File: config.mk
export PLATFORM = sky130hd
export DESIGN_NAME = control_pipe
export DESIGN_NICKNAME = d
export VERILOG_FILES = /design/src/rtl/control_pkg.sv /design/src/rtl/hazard_unit.sv /design/src/rtl/control_pipe.sv
export SDC_FILE = /design/constraint.sdc
export NUM_CORES = 1
export LEC_CHECK = 0
export ABC_AREA = 0
export CAP_MARGIN = 10
export CELL_PAD_IN_SITES_DETAIL_PLACEMENT = 1
export CELL_PAD_IN_SITES_GLOBAL_PLACEMENT = 1
export CORE_MARGIN = 4
export CORE_UTILIZATION = 38
export DETAILED_ROUTE_END_ITERATION = 12
export MAX_ROUTING_LAYER = met4
export PLACE_DENSITY = 0.84
export SYNTH_ARGS = -nofsm -noshare
export SYNTH_HDL_FRONTEND = slang
export SYNTH_SLANG_ARGS = --single-unit
File: constraint.sdc
create_clock -name clk -period 3.96 [get_ports clk]
set_input_delay 0.792 -clock clk [delete_from_list [all_inputs] [get_ports clk]]
set_output_delay 0.792 -clock clk [all_outputs]
set_load 0.01 [all_outputs]
File: src/rtl/control_pkg.sv
// Shared encodings and the control bundle carried down the ID/EX, EX/MEM and MEM/WB registers.
package control_pkg;

  localparam logic [5:0] OP_RTYPE = 6'b000000;
  localparam logic [5:0] OP_LW    = 6'b100011;
  localparam logic [5:0] OP_SW    = 6'b101011;
  localparam logic [5:0] OP_BEQ   = 6'b000100;
  localparam logic [5:0] OP_BNE   = 6'b000101;
  localparam logic [5:0] OP_J     = 6'b000010;
  localparam logic [5:0] OP_JAL   = 6'b000011;

  localparam logic [5:0] F_JR     = 6'b001000;
  localparam logic [5:0] F_JALR   = 6'b001001;

  localparam logic [5:0] ALU_ADD  = 6'b100000;
  localparam logic [5:0] ALU_SUB  = 6'b100010;
  localparam logic [5:0] ALU_NOP  = 6'b111111;

  localparam logic [1:0] FWD_RF    = 2'b00;
  localparam logic [1:0] FWD_EXMEM = 2'b10;
  localparam logic [1:0] FWD_MEMWB = 2'b01;

  typedef struct packed {
    logic       alusrcb;
    logic       shamt;
    logic       branch;
    logic       bne;
    logic       link;
    logic [5:0] aluop;
    logic       memwrite;
    logic       memread;
    logic       regwrite;
    logic       memtoreg;
  } ctrl_t;

endpackage

File: src/rtl/hazard_unit.sv
// Combinational stall detection and EX operand forward selection.
module hazard_unit
  import control_pkg::*;
#(
  parameter int unsigned REG_AW = 5,
  parameter bit          FWD_EN = 1'b1
) (
  input  logic [REG_AW-1:0] id_rs,
  input  logic [REG_AW-1:0] id_rt,
  input  logic              use_rs,
  input  logic              use_rt,
  input  logic              ex_regwrite,
  input  logic              ex_memread,
  input  logic [REG_AW-1:0] ex_dst,
  input  logic [REG_AW-1:0] ex_rs,
  input  logic [REG_AW-1:0] ex_rt,
  input  logic              mem_regwrite,
  input  logic [REG_AW-1:0] mem_dst,
  input  logic              wb_regwrite,
  input  logic [REG_AW-1:0] wb_dst,
  output logic              stall,
  output logic [1:0]        fwd_a,
  output logic [1:0]        fwd_b
);

  logic ex_hit, mem_hit;

  always_comb begin
    ex_hit  = (ex_dst != '0) &&
              ((use_rs && (ex_dst == id_rs)) || (use_rt && (ex_dst == id_rt)));
    mem_hit = (mem_dst != '0) &&
              ((use_rs && (mem_dst == id_rs)) || (use_rt && (mem_dst == id_rt)));

    if (FWD_EN) begin
      stall = ex_memread && ex_hit;
    end else begin
      stall = (ex_regwrite && ex_hit) || (mem_regwrite && mem_hit);
    end
  end

  // The older producer sits in MEM/WB, so EX/MEM is checked first to win.
  function automatic logic [1:0] pick(input logic [REG_AW-1:0] src,
                                      input logic              mem_rw,
                                      input logic [REG_AW-1:0] mem_d,
                                      input logic              wb_rw,
                                      input logic [REG_AW-1:0] wb_d);
    if (mem_rw && (mem_d != '0) && (mem_d == src)) return FWD_EXMEM;
    if (wb_rw && (wb_d != '0) && (wb_d == src)) return FWD_MEMWB;
    return FWD_RF;
  endfunction

  always_comb begin
    if (FWD_EN) begin
      fwd_a = pick(ex_rs, mem_regwrite, mem_dst, wb_regwrite, wb_dst);
      fwd_b = pick(ex_rt, mem_regwrite, mem_dst, wb_regwrite, wb_dst);
    end else begin
      fwd_a = FWD_RF;
      fwd_b = FWD_RF;
    end
  end

endmodule

File: src/rtl/control_pipe.sv
// Pipelined MIPS-32 control: ID decode, control bundle pipeline, stall/flush and forwarding.
module control_pipe
  import control_pkg::*;
#(
  parameter int unsigned REG_AW   = 5,
  parameter int unsigned LINK_REG = 31,
  parameter bit          FWD_EN   = 1'b1
) (
  input  logic              clk,
  input  logic              rst,
  input  logic [5:0]        Opcode,
  input  logic [5:0]        funct,
  input  logic [REG_AW-1:0] rs,
  input  logic [REG_AW-1:0] rt,
  input  logic [REG_AW-1:0] rd,
  input  logic              flush_ex,
  output logic              pc_write,
  output logic              ifid_write,
  output logic              if_flush,
  output logic              id_jump,
  output logic              id_jumpreg,
  output logic              ex_alusrcb,
  output logic              ex_shamt,
  output logic              ex_branch,
  output logic              ex_bne,
  output logic              ex_link,
  output logic [5:0]        ex_aluop,
  output logic [1:0]        fwd_a,
  output logic [1:0]        fwd_b,
  output logic              mem_memwrite,
  output logic              mem_memread,
  output logic              wb_regwrite,
  output logic              wb_memtoreg,
  output logic [REG_AW-1:0] wb_dst
);

  ctrl_t             dec;
  logic [REG_AW-1:0] dec_dst;
  logic              use_rs, use_rt, jump, jumpreg;

  always_comb begin
    dec     = '0;
    dec_dst = '0;
    use_rs  = 1'b1;
    use_rt  = 1'b0;
    jump    = 1'b0;
    jumpreg = 1'b0;
    if (Opcode == OP_RTYPE) begin
      dec.aluop = funct;
      if (funct[5:2] == 4'b0001) dec.aluop = funct & 6'b111011;
      if (funct == F_JR || funct == F_JALR) begin
        dec.aluop = ALU_ADD;
        jumpreg   = 1'b1;
      end
      dec.shamt    = (funct[5:2] == 4'b0000);
      use_rs       = !dec.shamt;
      use_rt       = 1'b1;
      dec_dst      = rd;
      dec.regwrite = (funct != F_JR);
      dec.link     = (funct == F_JALR);
    end else if (Opcode[5:3] == 3'b001) begin
      // slti/sltiu keep their low opcode bits; the rest fold bit 3 away.
      if (Opcode[2:1] == 2'b01) dec.aluop = Opcode + ALU_ADD;
      else                      dec.aluop = (Opcode & 6'b110111) + ALU_ADD;
      dec.alusrcb  = 1'b1;
      dec.regwrite = 1'b1;
      dec_dst      = rt;
    end else begin
      case (Opcode)
        OP_LW: begin
          dec.aluop    = ALU_ADD;
          dec.alusrcb  = 1'b1;
          dec.memread  = 1'b1;
          dec.memtoreg = 1'b1;
          dec.regwrite = 1'b1;
          dec_dst      = rt;
        end
        OP_SW: begin
          dec.aluop    = ALU_ADD;
          dec.alusrcb  = 1'b1;
          dec.memwrite = 1'b1;
          use_rt       = 1'b1;
        end
        OP_BEQ, OP_BNE: begin
          dec.aluop  = ALU_SUB;
          dec.branch = 1'b1;
          dec.bne    = Opcode[0];
          use_rt     = 1'b1;
        end
        OP_J, OP_JAL: begin
          dec.aluop = ALU_ADD;
          jump      = 1'b1;
          use_rs    = 1'b0;
          if (Opcode == OP_JAL) begin
            dec.link     = 1'b1;
            dec.regwrite = 1'b1;
            dec_dst      = REG_AW'(LINK_REG);
          end
        end
        default: dec.aluop = ALU_NOP;
      endcase
    end
    if (dec_dst == '0) dec.regwrite = 1'b0;
  end

  ctrl_t             idex_q, exmem_q, memwb_q;
  logic [REG_AW-1:0] idex_dst_q, idex_rs_q, idex_rt_q, exmem_dst_q, memwb_dst_q;
  logic              stall;
  logic [1:0]        hz_fwd_a, hz_fwd_b;

  hazard_unit #(
    .REG_AW (REG_AW),
    .FWD_EN (FWD_EN)
  ) u_hazard (
    .id_rs        (rs),
    .id_rt        (rt),
    .use_rs       (use_rs),
    .use_rt       (use_rt),
    .ex_regwrite  (idex_q.regwrite),
    .ex_memread   (idex_q.memread),
    .ex_dst       (idex_dst_q),
    .ex_rs        (idex_rs_q),
    .ex_rt        (idex_rt_q),
    .mem_regwrite (exmem_q.regwrite),
    .mem_dst      (exmem_dst_q),
    .wb_regwrite  (memwb_q.regwrite),
    .wb_dst       (memwb_dst_q),
    .stall        (stall),
    .fwd_a        (hz_fwd_a),
    .fwd_b        (hz_fwd_b)
  );

  always_ff @(posedge clk) begin
    if (rst) begin
      idex_q      <= '0;
      idex_dst_q  <= '0;
      idex_rs_q   <= '0;
      idex_rt_q   <= '0;
      exmem_q     <= '0;
      exmem_dst_q <= '0;
      memwb_q     <= '0;
      memwb_dst_q <= '0;
    end else begin
      if (stall || flush_ex) begin
        idex_q     <= '0;
        idex_dst_q <= '0;
        idex_rs_q  <= '0;
        idex_rt_q  <= '0;
      end else begin
        idex_q     <= dec;
        idex_dst_q <= dec_dst;
        idex_rs_q  <= rs;
        idex_rt_q  <= rt;
      end
      exmem_q     <= idex_q;
      exmem_dst_q <= idex_dst_q;
      memwb_q     <= exmem_q;
      memwb_dst_q <= exmem_dst_q;
    end
  end

  // A taken branch overrides a stall; the front end is refetched anyway.
  always_comb begin
    pc_write   = rst || !(stall && !flush_ex);
    ifid_write = pc_write;
    if_flush   = !rst && (flush_ex || ((jump || jumpreg) && !stall));
    fwd_a      = rst ? FWD_RF : hz_fwd_a;
    fwd_b      = rst ? FWD_RF : hz_fwd_b;
  end

  assign id_jump      = jump;
  assign id_jumpreg   = jumpreg;
  assign ex_alusrcb   = idex_q.alusrcb;
  assign ex_shamt     = idex_q.shamt;
  assign ex_branch    = idex_q.branch;
  assign ex_bne       = idex_q.bne;
  assign ex_link      = idex_q.link;
  assign ex_aluop     = idex_q.aluop;
  assign mem_memwrite = exmem_q.memwrite;
  assign mem_memread  = exmem_q.memread;
  assign wb_regwrite  = memwb_q.regwrite;
  assign wb_memtoreg  = memwb_q.memtoreg;
  assign wb_dst       = memwb_dst_q;

endmodule

# Yosys cells after proc, flatten, opt, wreduce, memory -nomap -nowiden
# Index checks and enable logic that the tools add are counted.
# classes
n_bitwise	2
div_mod_pow	0
magnitude_cmp	0
n_mul	0
mux	48
eq_ne	18
add_sub_neg	2
reduce_logical	41
shifts	0
# ops
operator	n
equality test 5 bit	6
2-to-1 mux 1 bit	26
2-to-1 mux 2 bit	11
case mux 5 bit (2 select lines)	2
2-to-1 mux 6 bit	3
2-to-1 mux 5 bit	3
nonzero test 5 bit	3
logical AND 1 bit	13
adder 6 bit (second input constant)	2
equality test 6 x 2 -> 1 bit (second input constant)	2
equality test 6 x 3 -> 1 bit (second input constant)	2
equality test 6 x 4 -> 1 bit (second input constant)	2
equality test 6 bit (second input constant)	2
OR reduction 3 bit	4
OR reduction 2 bit	4
OR reduction 4 bit	2
2-to-1 mux 7 bit	1
logical NOT 6 bit	1
logical OR 1 bit	6
!= test 6 x 4 -> 1 bit (second input constant)	1
logical NOT 1 bit	5
logical NOT 5 bit	1
OR reduction 5 bit	1
equality test 4 x 1 -> 1 bit (second input constant)	1
6 further kinds	7
# word_totals
n_memories	0
inputBits	30
output_inout_bits	29
latchBits	0
register_bits	44
mem_bits_rw	0
romBits	0

# Longest topological paths before layout
# depth
word_depth	13
mapped_depth	7
ltp_nobuf	5

# Modules after synthesis
# Synthesis repeated with hierarchy kept, for this count alone.
# hier_totals
cells_unflattened	225
area_unflattened_um2	2068.2
# modules_own_cells
mod	instances	area_each_um2	cells_per_inst
control_pipe	1	1674.1	176
hazard_unit	1	394.1	49

# Worst setup path after synthesis
# Ideal clock, no wire load.
# synth_path
kind	input -> output
start	input Opcode[3]
end	output if_flush
cell_stages	6
t_arrival_ns	2.389
slack_ns	0.779
required_time_ns	3.168
cell_sequence	buf_6 or3b_1 nor3_1 or4_4 o31ai_1 a211oi_1
# synth_lines
item	line	text
start, declared	control_pipe.sv:11	input logic [5:0] Opcode,
equality test 6 x 2 -> 1 bit	control_pipe.sv:69	case (Opcode)
OR reduction 2 bit	control_pipe.sv:69	
2-to-1 mux 1 bit	control_pipe.sv:69	
2-to-1 mux 1 bit	control_pipe.sv:61	end else if (Opcode[5:3] == 3'b001) begin
2-to-1 mux 1 bit (*)	control_pipe.sv:48	if (Opcode == OP_RTYPE) begin
named net id_jump	control_pipe.sv:20	output logic id_jump,
logical OR 1 bit (*)	control_pipe.sv:166	if_flush = !rst && (flush_ex || ((jump || jumpreg) && !stall));
logical AND 1 bit (*)	control_pipe.sv:166	
logical OR 1 bit (*)	control_pipe.sv:166	
logical AND 1 bit (*)	control_pipe.sv:166	
end, declared	control_pipe.sv:19	output logic if_flush,
# The timed path passes the listed nets; every way through them passes the cells marked *.

# Worst setup path in the final report
# layout_path
start	input Opcode[5]
end	output id_jumpreg
# layout_via
elab_chain_cells	2
# layout_rtl
item	line	text
logical NOT 6 bit	control_pipe.sv:48	
2-to-1 mux 1 bit	control_pipe.sv:48	
end, declared	control_pipe.sv:21	output logic id_jumpreg,
# Every way passes these cells.

==> results by group <==
Outcome
  – Status: complete, no violations

Synth
  – Synth Warn #: 0
  – Main synth FF type: dfxtp_1
  – Synthesized area per cell: approximately 9.3 µm²
  – Cell with the most instances after synthesis: dfxtp_1
  – Synthesized instance count: 226
  – Cell variety after synth: 46
  – Dominant cell type by area after synthesis: dfxtp_1
  – Post-Synthesis Net Count: approximately 260
  – Commonest cells post-synth: 44 x dfxtp_1, 16 x nor2b_1, 16 x xor2_1, 14 x xnor2_1
  – Sequential area share after synthesis: around two fifths
  – Post-synth EDFFs: 0
  – Synth async-reset ratio: 0%
  – Cell Area, Synth: around 2100 µm²
  – Synth top area cells: dfxtp_1 42%, xor2_1 6.6%, xnor2_1 5.8%
  – Post-synth top area share: a little over two fifths
  – Seq cells post-synth: 44

Global route
  – GRT Total Usage: about a fifth
  – Grt ovf: 0
  – Largest net degree at the start of global routing: 21
  – Initial antenna violation count: 0
  – Global-route wire length before repair: between 10 and 15 mm
  – Vias in the first global route: about 2100

Route
  – Routed WL per cell: approximately 17 µm
  – Vias/cell: around 5.2
  – Routed Antenna Nets: 0
  – DRT iter0 DRCs: between 50 and 60
  – DR vias: between 1500 and 2000
  – Detailed Routing Iterations Pass 1: 4
  – Routed WL: 6.36 mm
  – DRC viols: 0

Layout
  – Fillers: approximately 600
  – Layout area overhead: 42.1%
  – Non-Filler Instances: between 300 and 400
  – Layout Utilization: 57.3%
  – Diodes inserted: 0
  – Final #Nets: about 330
  – Share of layout cells above drive strength 1: between 10% and 20%

Setup path
  – Family with the most delay on the worst path: buffers and inverters
  – Slowest stage delay, CP: 0.52 ns
  – Worst-path fanout max: 5
  – Critical path type: in2out
  – CP Launch Type: input port
  – Crit-path cells: clkdlybuf4s50_1, or3_4, buf_4, or2_2, nor2_1, buf_4, clkdlybuf4s50_1
  – Arr. time, crit path: about 3.0 ns
  – CP Data Required Time: about 3.2 ns
  – Crit path capture type: primary output
  – CP max-delay cell: clkdlybuf4s50_1
  – WP buf/inv: 4

Power
  – Leakage power: ~1.2 nW
  – Cell Pwr Density: around 320 nW/µm²
  – Maximum vdd ir drop: around 0.15 mV

STA
  – Worst-margin pin slew: 0.542 ns
  – Shortest period the worst path allows: 3.81 ns
  – Slew headroom: 63.8%
  – Endpoints failing setup: 0
  – Final worst slack: 0.153 ns
  – Period utilisation layout: a little over nine tenths
  – Clock Skews: around 0.0068 ns
  – Fin Hold WS: approximately 0.45 ns
  – Final Max Slew Viols: 0
  – Max Clk Rate: ~260 MHz
  – Endpoints failing hold: 0
  – Unrepaired setup endpoints after global routing: no

Clocking
  – Worst skew pair latency: about 0.3 ns
  – CTS tree: done
  – H-tree Lvls: 2
  – Clock Pin Slew Worst Setup and Hold Paths: ~0.080 ns
  – Clk root buf: clkbuf_8
  – CTS buffer count: 5
  – Clk sinks: between 40 and 50
  – Hold_buf cts: 0
  – Clock buffer depth: 2

Placed design
  – Placed cells: about 370
  – IO buf count: between 50 and 60
  – Placement Setup Slack: -0.117 ns
  – DP Wirelength: 4.94 mm
  – Gpl congestion: around 0.90

Hold path
  – Hold Crit Class: reg2reg

Floorplanning
  – Initial Utilization: around 40%
  – # rows: 26
  – Placeable Area: 5240 µm²
  – Die footprint: between 6000 and 7000 µm²
  – Die W: approximately 83 µm
  – Die H: 82.6 µm
  – I/O pin total: 59

Flow run
  – Max-cap violations: 0
## final cells by class
class                   count  area (µm²)  share of cell area [%]
multi-input cells         159        1100                    36.7
flip-flops and latches     44         881                    29.3
repair buffers             83         772                    25.7
well taps                  70        87.6                    2.92
clock buffers               6        82.6                    2.75
clock inverters             2        38.8                    1.29
inverters                  10        37.5                    1.25
## cells in the final DEF (no fill, tap or decap), types with 4 or more instances in the layout
master,n
buf_4,25
clkdlybuf4s50_1,55
nor4_1,5
nor2_1,13
a21oi_1,13
a21oi_2,4
dfxtp_1,44
inv_1,10
nor2b_1,16
or4_1,5
and2_1,6
xnor2_1,14
o21ai_0,8
xor2_1,16
clkbuf_8,6
nor3_1,8
nand2_1,13
## worst register-to-register path, delay by kind of cell, from the launching register on
| family | cells | cell delay (ns) |
|---|---|---|
| buffers and inverters | 2 | 0.42 |
| flip-flops | 1 | 0.36 |
| AND/OR/NAND/NOR | 2 | 0.73 |
| AO/OA/AOI/OAI | 3 | 0.50 |
## what timing repair did
item                       CTS  global route
setup endpoints to repair    3             2
resized for setup            3             2
pin swaps                    0             0
setup buffers                0             0
## path summary, 6_finish.rpt
| path | from | end | slack (ns) | cells past startpoint |
|---|---|---|---|---|
| worst max register to register | idex_dst_q[0]$_SDFF_PP0_ | ex_aluop[2]$_SDFF_PP0_ | 1.87 | 7 |
| worst min-delay path | idex_q[3]$_SDFF_PP0_ | mem_memwrite$_SDFF_PP0_ | 0.45 | 1 |
| worst min register to register | idex_q[3]$_SDFF_PP0_ | mem_memwrite$_SDFF_PP0_ | 0.45 | 1 |
| worst max-delay path | Opcode[5] | id_jumpreg | 0.15 | 7 |
## stage by stage
step | setup TNS [ns] | power, mW | instance area [µm²]
after CTS | 0 | 0.967 | 3000
after global placement | -0.0886 | 0.595 | 2860
after floorplan | 0 | 0.531 | 2110
final | 0 | 0.961 | 3000
after global routing | 0 | 0.996 | 3000
after detailed placement | -0.282 | 0.600 | 2860
## cells by family after synthesis
kind of cell | Yosys count | synth area share, %
flip-flops | 44 | 41.7
AND/OR/NAND/NOR | 91 | 25.6
AO/OA/AOI/OAI | 38 | 13.5
buffers and inverters | 23 | 6.75
XOR/XNOR | 30 | 12.4
## metal layers
| metal | track usage (%) | share of wire [%] |
|---|---|---|
| met2 | 35.3 | 49 |
| met4 | 7.35 | 1.7 |
| met3 | 4.12 | 6.3 |
| met1 | 25.3 | 43 |
| met5 | - | 0 |
## sequential cells by signal, indices dropped and copies added (netlist names), 2 cells and up
signal / cells
exmem_q: 2
idex_q: 3
ex_aluop: 6
idex_rt_q: 5
wb_dst: 5
idex_dst_q: 5
exmem_dst_q: 5
idex_rs_q: 5
## power breakdown
part           total, mW  internal (mW)  switching [mW]
sequential         0.459          0.452         0.00733
combinational      0.131         0.0701          0.0610
clock              0.371          0.207           0.164
(Power assumes the default switching activity.)
==> RTL edit 1: new RTL, same settings <==
`REG_AW` is set to 5 in 2 places; all go to 6.
--- a/src/rtl/hazard_unit.sv
+++ b/src/rtl/hazard_unit.sv
@@ -2,7 +2,7 @@
 module hazard_unit
   import control_pkg::*;
 #(
-  parameter int unsigned REG_AW = 5,
+  parameter int unsigned REG_AW = 6,
   parameter bit          FWD_EN = 1'b1
 ) (
   input  logic [REG_AW-1:0] id_rs,
--- a/src/rtl/control_pipe.sv
+++ b/src/rtl/control_pipe.sv
@@ -2,7 +2,7 @@
 module control_pipe
   import control_pkg::*;
 #(
-  parameter int unsigned REG_AW   = 5,
+  parameter int unsigned REG_AW   = 6,
   parameter int unsigned LINK_REG = 31,
   parameter bit          FWD_EN   = 1'b1
 ) (
Interface: changed (resized rd, rs, rt and wb_dst); port bits go from 59 to 63. The function was not compared with the original's and may differ.
==> RTL edit 1 against the original RTL <==
- sequential cell count is 5 higher
- synthesized area grew 12%
- wire length is 6.2% higher
- power is 0.60% lower
- hold slack gained 0.018 ns
- setup slack gained 0.073 ns
- synthesized cell count grew 18%
- design area up 4.7%
- critical path type unchanged
- critical endpoint is now if_flush
- largest cell class unchanged
- largest power group unchanged
==> RTL edit 1: results (changes against the original RTL) <==
power:
  power_leakage_nw: 1.30  # was 1.19 nW
  ir_worst_vdd_mv: 0.167  # was 0.152 mV
  pwr-share-comb: 0.148  # was 0.136
  p_clk_frac: 0.315  # was 0.386
  p_switching_mw: 0.251  # was 0.233 mW
timing:
  finClkSkew_ns: 0.00510  # was 0.00675 ns
  holdWs_ns: 0.469  # was 0.451 ns
  relSlewSlack: 0.557  # was 0.638
critical_path:
  regToRegSetupSlack_ns: 1.53  # was 1.87 ns
  r2r_start: "idex_dst_q[1]"  # was idex_dst_q[0]
  arrival_ns: 2.94  # was 3.02 ns
  reg2regPathDepth: 5  # was 7
  cpPeakStageDelay_ns: 0.55  # was 0.52 ns
  timing.rr.end: "idex_q[1]"  # was ex_aluop[2]
  crit_fanout: 7  # was 5
min_path:
  hold_depth: 1  # unchanged
  whs_endpoint: "wb_memtoreg"  # was mem_memwrite
  hp-start: "exmem_q[0]"  # was idex_q[3]
  hold_path.class: "flop to flop"  # unchanged
global_route:
  use_met3: 0.0303  # was 0.0412
  grtUsageMet1: 0.200  # was 0.253
  grt_use_total: 0.188  # was 0.211
  grt_max_degree: 33  # was 21
  use_met2: 0.353  # about the same
  grt_pass1_vias: 2172  # was 2083
  grt_pass1_wl_um: 10800  # was 10500 um
placed_design:
  dpl.hpwl_um: 5440  # was 4940 um
  io_buffers: 62  # was 58
  gp_congestion: 0.829  # was 0.903
  postPlaceCellArea_um2: 3040  # was 2860 um2
routing:
  wl_met2_um: 3770  # was 3120 um
  drt_iter0_drc: 62  # was 57
  wl_met1_um: 2550  # was 2730 um
  route.met3.wl_um: 287  # was 402 um
  vias: 2064  # was 1931
  wire_per_inst_um: 16.8  # was 17.0 um
  dr.pass1.iters: 4  # unchanged
outcome:
  status: "finished clean"  # unchanged
layout:
  antenna_cells: 0  # unchanged
  fin_nets: 359  # was 333
  n_fill_cell: 693  # was 610
  drive_gt1_frac: 0.0703  # was 0.174
logic_synthesis:
  ys_types: 43  # was 46
  synthTopCellsByCount: "dfxtp_1 (49), nor2b_1 (26), xor2_1 (24)"  # was dfxtp_1 (44), nor2b_1 (16), xor2_1 (16)
  syn_nets: 299  # was 256
  synth.area.top_cells: "dfxtp_1 (41%), xor2_1 (8.9%), nor2b_1 (6.9%)"  # was dfxtp_1 (42%), xor2_1 (6.6%), xnor2_1 (5.8%)
  yosysSeqAreaShare: 0.415  # was 0.417
clock_network:
  clockBufferDepth: 2  # unchanged
  clock_latency_ns: 0.30  # about the same
  cts_resized: 0  # was 3
  path_clk_slew_ns: 0.09
-- RTL edit 1: changes by cell type in the layout (fill, tap and decap cells not counted), sizes merged, moves of 4 or more --
cell / delta
a21oi: -7
o21ai: -6
nor4: +6
xor2: +8
buf: -16
nor2: +10
dfxtp: +5
or4: -4
inv: +10
clkdlybuf4s50: +7
nor2b: +10
-- RTL edit 1: cells by family (layout without fill, tap and decap cells) --
kind of cell / Yosys count / count (layout) / synth area share
xor+xnor: 37 / 37 / 0.137
flops: 49 / 49 / 0.415
buf+inv: 37 / 98 / 0.0746
simple gates: 106 / 106 / 0.259
compound gates: 37 / 37 / 0.115
-- RTL edit 1: critical path: cells and delay by family --
family	cells	cell delay, ns
buffers and inverters	3	1.13
AND/OR/NAND/NOR	3	0.78
AO/OA/AOI/OAI	2	0.24
-- RTL edit 1: final cells by class --
class | count | area (um2) | share of cell area
inverters | 19 | 71.3 | 0.0227
multi-input cells | 180 | 1210 | 0.386
well taps | 75 | 93.8 | 0.0299
clock inverters | 3 | 26.3 | 0.00836
flip-flops and latches | 49 | 981 | 0.312
clock buffers | 5 | 68.8 | 0.0219
repair buffers | 71 | 688 | 0.219
-- RTL edit 1: stage by stage --
step | util | setup WS, ns | std cells | power, mW
after floorplan | - | 1.21 | 266 | 0.596
after global placement | 0.508 | 0.265 | 394 | 0.660
after detailed placement | 0.508 | 0.217 | 394 | 0.665
after CTS | 0.524 | 0.120 | 402 | 0.960
after global routing | 0.524 | 0.138 | 402 | 1.00
final | 0.524 | 0.226 | 402 | 0.956
-- RTL edit 1: how the worst max path moves through the flow --
stage	end	slack, ns	cells after the start
2_1_floorplan	if_flush	1.21	6
5_1_grt	if_flush	0.14	8
3_3_place_gp	if_flush	0.26	8
4_1_cts	if_flush	0.12	8
6_report	if_flush	0.23	8
3_5_place_dp	if_flush	0.22	8
==> RTL edit 2: new RTL, same flow settings <==
Made on the original files. Put a register stage on the output `ex_shamt`, cleared by the reset. The value now appears one clock later. The other outputs are not delayed to match.
--- a/src/rtl/control_pipe.sv
+++ b/src/rtl/control_pipe.sv
@@ -171,7 +171,13 @@
   assign id_jump      = jump;
   assign id_jumpreg   = jumpreg;
   assign ex_alusrcb   = idex_q.alusrcb;
-  assign ex_shamt     = idex_q.shamt;
+  always_ff @(posedge clk) begin
+    if (rst) begin
+      ex_shamt <= '0;
+    end else begin
+      ex_shamt <= idex_q.shamt;
+    end
+  end
   assign ex_branch    = idex_q.branch;
   assign ex_bne       = idex_q.bne;
   assign ex_link      = idex_q.link;
Check against the original RTL: not equivalent (a bounded check fails within 4 cycles, from zero or initial values and one cycle with rst high).
==> RTL edit 2 against the original RTL <==
- design area shrank 2.5%
- wire length shrank 6.8%
- power shrank 3.7%
- sequential cell count grew 1
- synthesized area grew 1.1%
- setup slack lost 0.039 ns
- critical path type unchanged
- die area grew 1.0%
- first-iteration DRC count grew 16%
==> RTL edit 2: results (changes against the original RTL) <==
critical_path:
  cpPeakStageDelay_ns: 0.56  # was 0.52 ns
  cpMaxStageDelayCell: "or4_4"  # was clkdlybuf4s50_1
  crit_fanout: 3  # was 5
  timing.rr.end: "idex_q[3]"  # was ex_aluop[2]
  regToRegSetupSlack_ns: 1.67  # was 1.87 ns
  arrival_ns: 3.05  # was 3.02 ns
  reg2regPathDepth: 6  # was 7
global_route:
  grt_pass1_vias: 2069  # was 2083
  grt_use_total: 0.179  # was 0.211
  grtUsageMet1: 0.203  # was 0.253
  use_met2: 0.316  # was 0.353
  grt_max_degree: 29  # was 21
  grt_pass1_wl_um: 9780  # was 10500 um
  use_met3: 0.0278  # was 0.0412
placed_design:
  dpl.hpwl_um: 4750  # was 4940 um
  postPlaceCellArea_um2: 2830  # was 2860 um2
  gp_congestion: 0.847  # was 0.903
  place_ws_ns: -0.0915  # was -0.117 ns
layout:
  fin_nets: 339  # was 333
  drive_gt1_frac: 0.110  # was 0.174
logic_synthesis:
  yosysSeqAreaShare: 0.422  # was 0.417
  ys_types: 37  # was 46
  synthTopCellsByCount: "dfxtp_1 (45), nor2_1 (24), nor2b_1 (21)"  # was dfxtp_1 (44), nor2b_1 (16), xor2_1 (16)
  syn_nets: 273  # was 256
  synth.area.top_cells: "dfxtp_1 (42%), xor2_1 (6.6%), nor2b_1 (6.2%)"  # was dfxtp_1 (42%), xor2_1 (6.6%), xnor2_1 (5.8%)
power:
  power_leakage_nw: 1.19  # about the same
  ir_worst_vdd_mv: 0.164  # was 0.152 mV
routing:
  wire_per_inst_um: 15.6  # was 17.0 um
  vias_per_cell: 5.05  # was 5.16
  drt_iter0_drc: 66  # was 57
timing:
  holdWs_ns: 0.447  # was 0.451 ns
  finClkSkew_ns: 0.00396  # was 0.00675 ns
  relSlewSlack: 0.694  # was 0.638
min_path:
  hp-start: "idex_q[13]"  # was idex_q[3]
  whs_endpoint: "ex_shamt"  # was mem_memwrite
outcome:
  status: "finished clean"  # unchanged
[RTL edit 2: per-layer routing]
layer,wire (um),vias to the layer above
met5,0,-
met4,129,0
met3,233,13
met2,2990,49
met1,2570,911
li1,-,950
[RTL edit 2: area by class of cell]
cell class | instances | area [um2]
repair buffers | 76 | 712
clock buffers | 5 | 68.8
well taps | 72 | 90.1
fillers | 653 | 2550
clock inverters | 2 | 35.0
multi-input cells | 168 | 1070
flip-flops and latches | 45 | 901
inverters | 13 | 48.8
[RTL edit 2: worst max path at each step]
stage,startpoint,end,slack [ns]
2_1_floorplan,Opcode[4],if_flush,0.67
3_3_place_gp,Opcode[5],if_flush,-0.07
3_5_place_dp,Opcode[5],if_flush,-0.09
4_1_cts,Opcode[5],id_jumpreg,0.11
5_1_grt,Opcode[5],id_jumpreg,0.03
6_report,Opcode[5],id_jumpreg,0.11
[RTL edit 2: cell families after synthesis]
logic type / after synthesis / share of synthesized area
flip-flops: 45 / 0.422
AO/OA/AOI/OAI: 40 / 0.118
AND/OR/NAND/NOR: 98 / 0.261
XOR/XNOR: 30 / 0.123
buffers and inverters: 30 / 0.0767
[RTL edit 2: power breakdown]
part | internal [mW] | switching, mW
logic | 0.0663 | 0.0610
clock network | 0.183 | 0.146
registers | 0.462 | 0.00700
total | 0.712 | 0.214
[RTL edit 2: stage by stage]
step	TNS, ns	cells
floorplan	0	243
global placement	-0.0675	374
detailed placement	-0.150	374
CTS	0	381
global route	0	381
finish	0	381
[RTL edit 2: critical path, delay by kind of cell]
kind | cells | cell delay [ns]
and+or+nand+nor | 3 | 1.17
buffers and inverters | 3 | 1.10
